--- config.mk ---
export PLATFORM = sky130hd
export DESIGN_NAME = truth_table_scanner
export DESIGN_NICKNAME = d
export VERILOG_FILES = /design/src/rtl/truth_table_scanner.sv
export SDC_FILE = /design/constraint.sdc
export NUM_CORES = 1
export LEC_CHECK = 0
export CAP_MARGIN = 40
export CORE_UTILIZATION = 49
export DETAILED_ROUTE_END_ITERATION = 12
export PLACE_DENSITY = 0.79
export REMOVE_ABC_BUFFERS = 1
export SETUP_SLACK_MARGIN = 0.4
export SYNTH_ARGS = -nofsm -noshare
export SYNTH_HDL_FRONTEND = slang
export SYNTH_SLANG_ARGS = --single-unit
--- constraint.sdc ---
create_clock -name clk -period 3.2 [get_ports clk]
set_clock_uncertainty 0.15 [all_clocks]
set_input_delay 0.48 -clock clk [delete_from_list [all_inputs] [get_ports clk]]
set_output_delay 0.48 -clock clk [all_outputs]
set_load 0.01 [all_outputs]
--- src/rtl/truth_table_scanner.sv ---
// Truth-table scanner: sweeps all 2**N rows of a Boolean function.
// For each row it presents the SoP value, the PoS value and their XOR.
//
// Ports:
//   clk, rst_n          clock, async active-low reset
//   start, abort        begin a sweep / cancel a running sweep
//   sop_mask[M]         minterm set (row i is 1 in the SoP form)
//   pos_mask[M]         maxterm set (row i is 0 in the PoS form)
//   out_ready           downstream accepts the presented row
//   out_valid, out_idx  row presented and its number
//   out_sop/pos/mis     SoP value, PoS value, and their XOR
//   busy, done          sweep running / sweep finished
//   mis_count           mismatching rows transferred this sweep
//   first_mis(_vld)     lowest mismatching row transferred
module truth_table_scanner #(
    parameter int N = 4,
    localparam int M = 2**N
) (
    input  logic         clk,
    input  logic         rst_n,
    input  logic         start,
    input  logic         abort,
    input  logic [M-1:0] sop_mask,
    input  logic [M-1:0] pos_mask,
    input  logic         out_ready,
    output logic         out_valid,
    output logic [N-1:0] out_idx,
    output logic         out_sop,
    output logic         out_pos,
    output logic         out_mis,
    output logic         busy,
    output logic         done,
    output logic [N:0]   mis_count,
    output logic [N-1:0] first_mis,
    output logic         first_mis_vld
);

    typedef enum logic [1:0] {
        S_IDLE,
        S_RUN,
        S_DONE
    } state_t;

    state_t       r_state;
    state_t       w_state_nx;
    logic [N-1:0] r_idx;
    logic [N-1:0] w_idx_nx;
    logic [M-1:0] r_sop;
    logic [M-1:0] w_sop_nx;
    logic [M-1:0] r_pos;
    logic [M-1:0] w_pos_nx;
    logic [N:0]   r_cnt;
    logic [N:0]   w_cnt_nx;
    logic [N-1:0] r_first;
    logic [N-1:0] w_first_nx;
    logic         r_first_vld;
    logic         w_first_vld_nx;

    logic         w_run;
    logic         w_sop;
    logic         w_pos;
    logic         w_mis;
    logic         w_last;

    // Row outputs are derived from the latched masks and index only,
    // so a stalled row stays stable regardless of the mask inputs.
    assign w_run  = (r_state == S_RUN);
    assign w_sop  = w_run & r_sop[r_idx];
    assign w_pos  = w_run & ~r_pos[r_idx];
    assign w_mis  = w_sop ^ w_pos;
    assign w_last = (r_idx == N'(M - 1));

    always_comb begin
        w_state_nx     = r_state;
        w_idx_nx       = r_idx;
        w_sop_nx       = r_sop;
        w_pos_nx       = r_pos;
        w_cnt_nx       = r_cnt;
        w_first_nx     = r_first;
        w_first_vld_nx = r_first_vld;
        unique case (r_state)
            S_IDLE, S_DONE: begin
                if (start) begin
                    w_state_nx     = S_RUN;
                    w_idx_nx       = '0;
                    w_sop_nx       = sop_mask;
                    w_pos_nx       = pos_mask;
                    w_cnt_nx       = '0;
                    w_first_nx     = '0;
                    w_first_vld_nx = 1'b0;
                end
            end
            S_RUN: begin
                // Abort wins over a same-edge transfer; partial
                // results are kept for inspection.
                if (abort) begin
                    w_state_nx = S_IDLE;
                end else if (out_ready) begin
                    if (w_mis) begin
                        w_cnt_nx = r_cnt + {{N{1'b0}}, 1'b1};
                        if (!r_first_vld) begin
                            w_first_nx     = r_idx;
                            w_first_vld_nx = 1'b1;
                        end
                    end
                    // Last row: stop without wrapping the index.
                    if (w_last) begin
                        w_state_nx = S_DONE;
                    end else begin
                        w_idx_nx = r_idx + {{(N-1){1'b0}}, 1'b1};
                    end
                end
            end
            default: begin
                w_state_nx = S_IDLE;
            end
        endcase
    end

    always_ff @(posedge clk or negedge rst_n) begin
        if (!rst_n) begin
            r_state     <= S_IDLE;
            r_idx       <= '0;
            r_sop       <= '0;
            r_pos       <= '0;
            r_cnt       <= '0;
            r_first     <= '0;
            r_first_vld <= 1'b0;
        end else begin
            r_state     <= w_state_nx;
            r_idx       <= w_idx_nx;
            r_sop       <= w_sop_nx;
            r_pos       <= w_pos_nx;
            r_cnt       <= w_cnt_nx;
            r_first     <= w_first_nx;
            r_first_vld <= w_first_vld_nx;
        end
    end

    assign out_valid     = w_run;
    assign out_idx       = r_idx;
    assign out_sop       = w_sop;
    assign out_pos       = w_pos;
    assign out_mis       = w_mis;
    assign busy          = w_run;
    assign done          = (r_state == S_DONE);
    assign mis_count     = r_cnt;
    assign first_mis     = r_first;
    assign first_mis_vld = r_first_vld;

endmodule

Word level (Yosys, flattened, before mapping)
Cells that the tools add are included.
{"block": "word_totals", "register_bits": 48, "wordCells": 62, "output_inout_bits": 20}
{"block": "op_classes", "n_mux": 29, "n_bitwise": 4, "n_eq_ne": 11, "n_lt_le_gt_ge": 1, "reduce_logical": 8, "n_addsub": 2}
{"op": "4-bit 2-to-1 mux", "n": 8}
{"op": "5-bit 2-to-1 mux", "n": 4}
{"op": "4-bit case mux with 2 select lines", "n": 2}
{"op": "2-bit != test, second input constant", "n": 6}
{"op": "5-bit case mux with 2 select lines", "n": 1}
{"op": "5-bit AND reduction", "n": 2}
{"op": "1-bit binary-select mux with 4-bit select", "n": 2}
{"op": "2-bit 2-to-1 mux", "n": 4}
{"op": "1-bit 2-to-1 mux", "n": 6}
{"op": "6-bit AND reduction", "n": 1}
{"op": "5-bit by 1-bit adder with 5-bit output, second input constant", "n": 1}
{"op": "4-bit by 5-bit less-than comparator with 1-bit output, second input constant", "n": 1}
{"op": "4-bit by 1-bit adder with 4-bit output, second input constant", "n": 1}
{"op": "4-bit == test, second input constant", "n": 1}
{"op": "2-bit case mux with 2 select lines", "n": 1}
{"op": "3-bit by 2-bit != test with 1-bit output, second input constant", "n": 1}
{"op": "3-bit != test, second input constant", "n": 1}
{"op": "3-bit AND reduction", "n": 1}
{"op": "1-bit bitwise AND", "n": 2}
{"op": "2-bit by 1-bit == test with 1-bit output, second input constant", "n": 1}
{"op": "2-bit == test, second input constant", "n": 1}
{"op": "2-bit logical NOT", "n": 1}
{"op": "1-bit case mux with 2 select lines", "n": 1}
{"op": "2-bit AND reduction", "n": 1}
{"op": "4 further kinds", "n": 4}

Depth between registers and ports, before layout
{"block": "logic_depth", "word_depth": 9, "mapped_depth": 8, "depth_no_buf": 7}

Worst setup path after synthesis
OpenSTA, ideal clock, no wires.
{"block": "synth_path", "kind": "reg2reg", "from": "register r_idx[3], in the netlist out_idx[3]", "to": "register r_first[2], in the netlist first_mis[2]", "slack_ns": 0.667, "arrival_time_ns": 2.261, "stages_incl_launch_ff": 9, "path_buffers": 2, "required_time_ns": 2.928, "cell_sequence": "dfrtp_1 > buf_4 > buf_6 > mux2i_1 > mux4_2 > a22oi_2 > xor2_2 > or3_4 > a32o_1"}
{"block": "synth_via", "elab_chain_len": 7, "word_cells_on_any_way": 10, "classes_between": "eq/ne (1); mux (4); bitwise (4); reduce/logical (1)"}
{"item": "start: declaration", "line_no": "46", "source": "logic [N-1:0] r_idx;"}
{"item": "start signal: assignment", "line_no": "131", "source": "r_idx <= w_idx_nx;"}
{"item": "1-bit binary-select mux with 4-bit select", "line_no": "69", "source": "assign w_pos = w_run & ~r_pos[r_idx];"}
{"item": "1-bit 2-to-1 mux (not written as such)", "line_no": "69"}
{"item": "1-bit NOT", "line_no": "69"}
{"item": "1-bit bitwise AND", "line_no": "69"}
{"item": "1-bit bitwise XOR *", "line_no": "70", "source": "assign w_mis = w_sop ^ w_pos;"}
{"item": "2-bit != test (no source line) *"}
{"item": "6-bit AND reduction (no source line) *"}
{"item": "end signal: assignment", "line_no": "135", "source": "r_first <= w_first_nx;"}
{"item": "end: declaration", "line_no": "54", "source": "logic [N-1:0] r_first;"}
Every way passes the cells marked *; elsewhere a longest branch is shown, timed or not. The select of a mux whose other input is x is not followed.
A chain may end at the register's enable or synchronous reset.

Worst setup path after layout
{"block": "layout_path", "from": "register r_idx[0], in the netlist out_idx[0]", "to": "output port out_sop"}
{"block": "layout_via", "elab_chain_len": 3}
{"item": "1-bit binary-select mux with 4-bit select", "line_no": "68", "source": "assign w_sop = w_run & r_sop[r_idx];"}
{"item": "1-bit 2-to-1 mux (not written as such)", "line_no": "68"}
{"item": "1-bit bitwise AND", "line_no": "68"}
{"item": "end: declaration", "line_no": "28", "source": "output logic out_sop,"}
No other way between the ends. The select of a mux whose other input is x is not followed.

==> flow_summary.toml <==
[clocking]
clock_latency_ns = 0.30
htree_levels = 2
ctsHoldBuffers = 0
max-clock-path-buffers = 2
cts_root_buffer = "clkbuf_8"
cts_sinks = 48
cts_inserted_buffers = 5
cts_tree = "yes"
clk_pin_slew_ns = 0.08

[sta]
drv_slew = 0
post-route-period-util_pct = 84.92
rsz0062_at_grt = "true"
setup_tns_ns = 0
tightest_slew_ns = 0.5206
hold_viol = 7
fin_ws_ns = 0.4825
max_freq_mhz = 368.0
slew_headroom_pct = 65.29
finalCriticalPeriod_ns = 2.717
setup_viol = 0
hold_ws_ns = -0.0009837

[final_layout]
drive_gt1_share_pct = 10.56
design_area_mm2 = 0.003084
final_cells = 355
diodes = 0
fin_nets = 341
syn2layout_area_growth_pct = 32.10
fillers = 367

[critical_path]
required_ns = 2.57
critPathLaunchType = "register"
worst_ep_arrival_time_ns = 2.09
crit_path_max_fanout = 7
critical_path_class = "register to output pin"
cp-end-kind = "output pin"

[placed_design]
port-buffer-count = 56
routabilityCongestion = 0.7611
placed_cells = 341
place_area_mm2 = 0.002930
place_hpwl_um = 3431
dp_slack_ns = 0.3280

[yosys]
synth_warnings = 0
postSynthAreaPerCell_um2 = 9.648
synth_flop_cell = "dfrtp_1"
yosysSeqAreaShare_pct = 51.45
synth_edf_count = 0
ys_ff_latch = 48
synth_area_leaders = "dfrtp_1 (51%), nand2_1 (17%), mux2i_1 (4.7%), mux4_1 (4.5%), a32o_1 (2.1%)"
synth_area_mm2 = 0.002335
synth_async_sr_flop_share_pct = 100.0
synth_cells = 242
yosys.cell_types.count = 38
yosysTopAreaCell = "dfrtp_1"
synth_top_area_share_pct = 51.45

[run]
maxCapViolations = 0

[pwr]
power_frac_clock_pct = 21.2
ir_drop_uv = 267.9
p_sw_uw = 534.1
swShare_pct = 31.11
power_leakage_nw = 1.447
power_frac_comb_pct = 31.3
seqPwrFrac_pct = 47.6
p_int_mw = 1.183
fin_total_pwr_mw = 1.717
power_density_mw_per_mm2 = 556.6

[detailed_routing]
detail-route-antenna-nets = 0
drt_iter0_markers = 153
drc = 5
drtPass1Iterations = 10
viasPerCell = 5.285
wl_um = 4809
num_vias = 1876
wl_per_cell_um = 13.55

[grt]
antenna_found_initial = 0
grt.total_usage_pct = 21.63
grt_pass1_vias = 1816
overflow = 0
grt_max_degree = 40
grt_pass1_wl_um = 8480

[floorplan]
core_mm2 = 0.004474
initial_core_util_pct = 52.18
die_h_um = 71.03
num_rows = 24
ios = 57
die_w_um = 71.03
dieArea_mm2 = 0.005045

[status]
violations = "design-rule violations, negative hold slack"
status = "finished, violations left"

[worst_hold_path]
hold_path.class = "primary input to async pin"
## layout by cell type (no fill, tap or decap), types with 2 or more instances in the layout
cell type / instances
buf_4: 9
nand2b_1: 3
clkbuf_8: 6
clkdlybuf4s50_1: 52
and2_1: 2
clkbuf_1: 2
dfrtp_1: 45
ha_1: 2
nor2_1: 6
mux4_2: 2
nand3_1: 6
mux4_1: 4
inv_1: 4
o21ai_0: 5
buf_12: 2
a21oi_1: 2
mux2i_1: 11
a32o_1: 5
nor3_1: 2
o31ai_1: 2
nand2_1: 104
dfrtp_2: 3
## final timing paths
path / slack, ns / startpoint / depth (start not counted) / to
hold / removal: -0.001 / rst_n / 1 / mis_count[4]
setup reg to reg: 0.56 / out_idx[3] / 9 / first_mis[1]
max in group asynchronous: 2.37 / rst_n / 2 / out_idx[2]
hold reg to reg: 0.33 / r_sop[6] / 2 / r_sop[6]
setup / recovery: 0.48 / out_idx[0] / 5 / out_sop
min in group clk: 0.33 / r_sop[6] / 2 / r_sop[6]
## routing by layer
| metal | up-vias | share of wire, % | global-route usage, % |
|---|---|---|---|
| met1 | 897 | 46 | 30.08 |
| met4 | 0 | 1.3 | 6.667 |
| met3 | 6 | 5.1 | 5.128 |
| met5 | - | 0 | 0 |
| li1 | 926 | - | - |
| met2 | 47 | 48 | 34.08 |
## power groups by stage
stage / logic (mW) / registers (mW) / clock network [mW]
detailed placement: 0.522 / 0.825 / 0
global route: 0.597 / 0.830 / 0.399
CTS: 0.522 / 0.814 / 0.375
finish: 0.537 / 0.816 / 0.363
global placement: 0.505 / 0.823 / 0
floorplan: 0.292 / 0.814 / 0
## through the flow
step	utilization (%)	hold WS [ns]
floorplan	-	0.03441
global route	68.93	0.02034
finish	68.93	-0.0009837
global placement	65.04	0.3118
CTS	67.67	0.008593
detailed placement	65.49	0.3077
## state kept, by name, summed over array words and instances (netlist names)
signal / count
first_mis_vld: 1
mis_count: 5
out_idx: 4
r_pos: 16
r_sop: 16
first_mis: 4
r_state: 2
## logic make-up after synthesis
family | synth area share [%]
flip-flops | 51.45
XOR/XNOR | 1.072
AND/OR/NAND/NOR | 22.78
AO/OA/AOI/OAI | 7.289
adder cells (fa/ha/maj) | 1.072
buffers and inverters | 4.126
multiplexers | 12.22
## repair_timing
action,CTS,global route
gates cloned,0,0
pin swaps,0,1
setup endpoints to repair,3,3
resized for setup,4,8
buffers inserted,1,5
## worst max-delay path: stages, from the launching register on
cell	delay (ns)
dfrtp_2	0.45
mux4_1	0.57
mux2i_1	0.18
mux2i_2	0.12
and2_1	0.20
dlygate4sd2_1	0.28
## synthesized netlist by cell type (2+ instances only)
library cell	instances
nand2_1	104
dfrtp_1	48
mux2i_1	11
clkbuf_1	8
nor2_1	7
nand3_1	6
a32o_1	5
o21ai_0	5
inv_1	4
mux4_1	4
nand2b_1	4
a21oi_1	2
and2_1	2
buf_2	2
buf_4	2
buf_6	2
ha_1	2
mux4_2	2
nor3_1	2
o31ai_1	2
## layout make-up
cell class / count / area (um^2) / area share (%)
Tap cell: 52 / 65.06 / 2.110
Clock buffer: 8 / 90.09 / 2.921
Multi-Input combinational cell: 175 / 1042 / 33.79
Sequential cell: 48 / 1205 / 39.07
Timing Repair Buffer: 67 / 659.4 / 21.38
Inverter: 5 / 22.52 / 0.7302
Note: power is estimated with default switching activity, not from simulation.
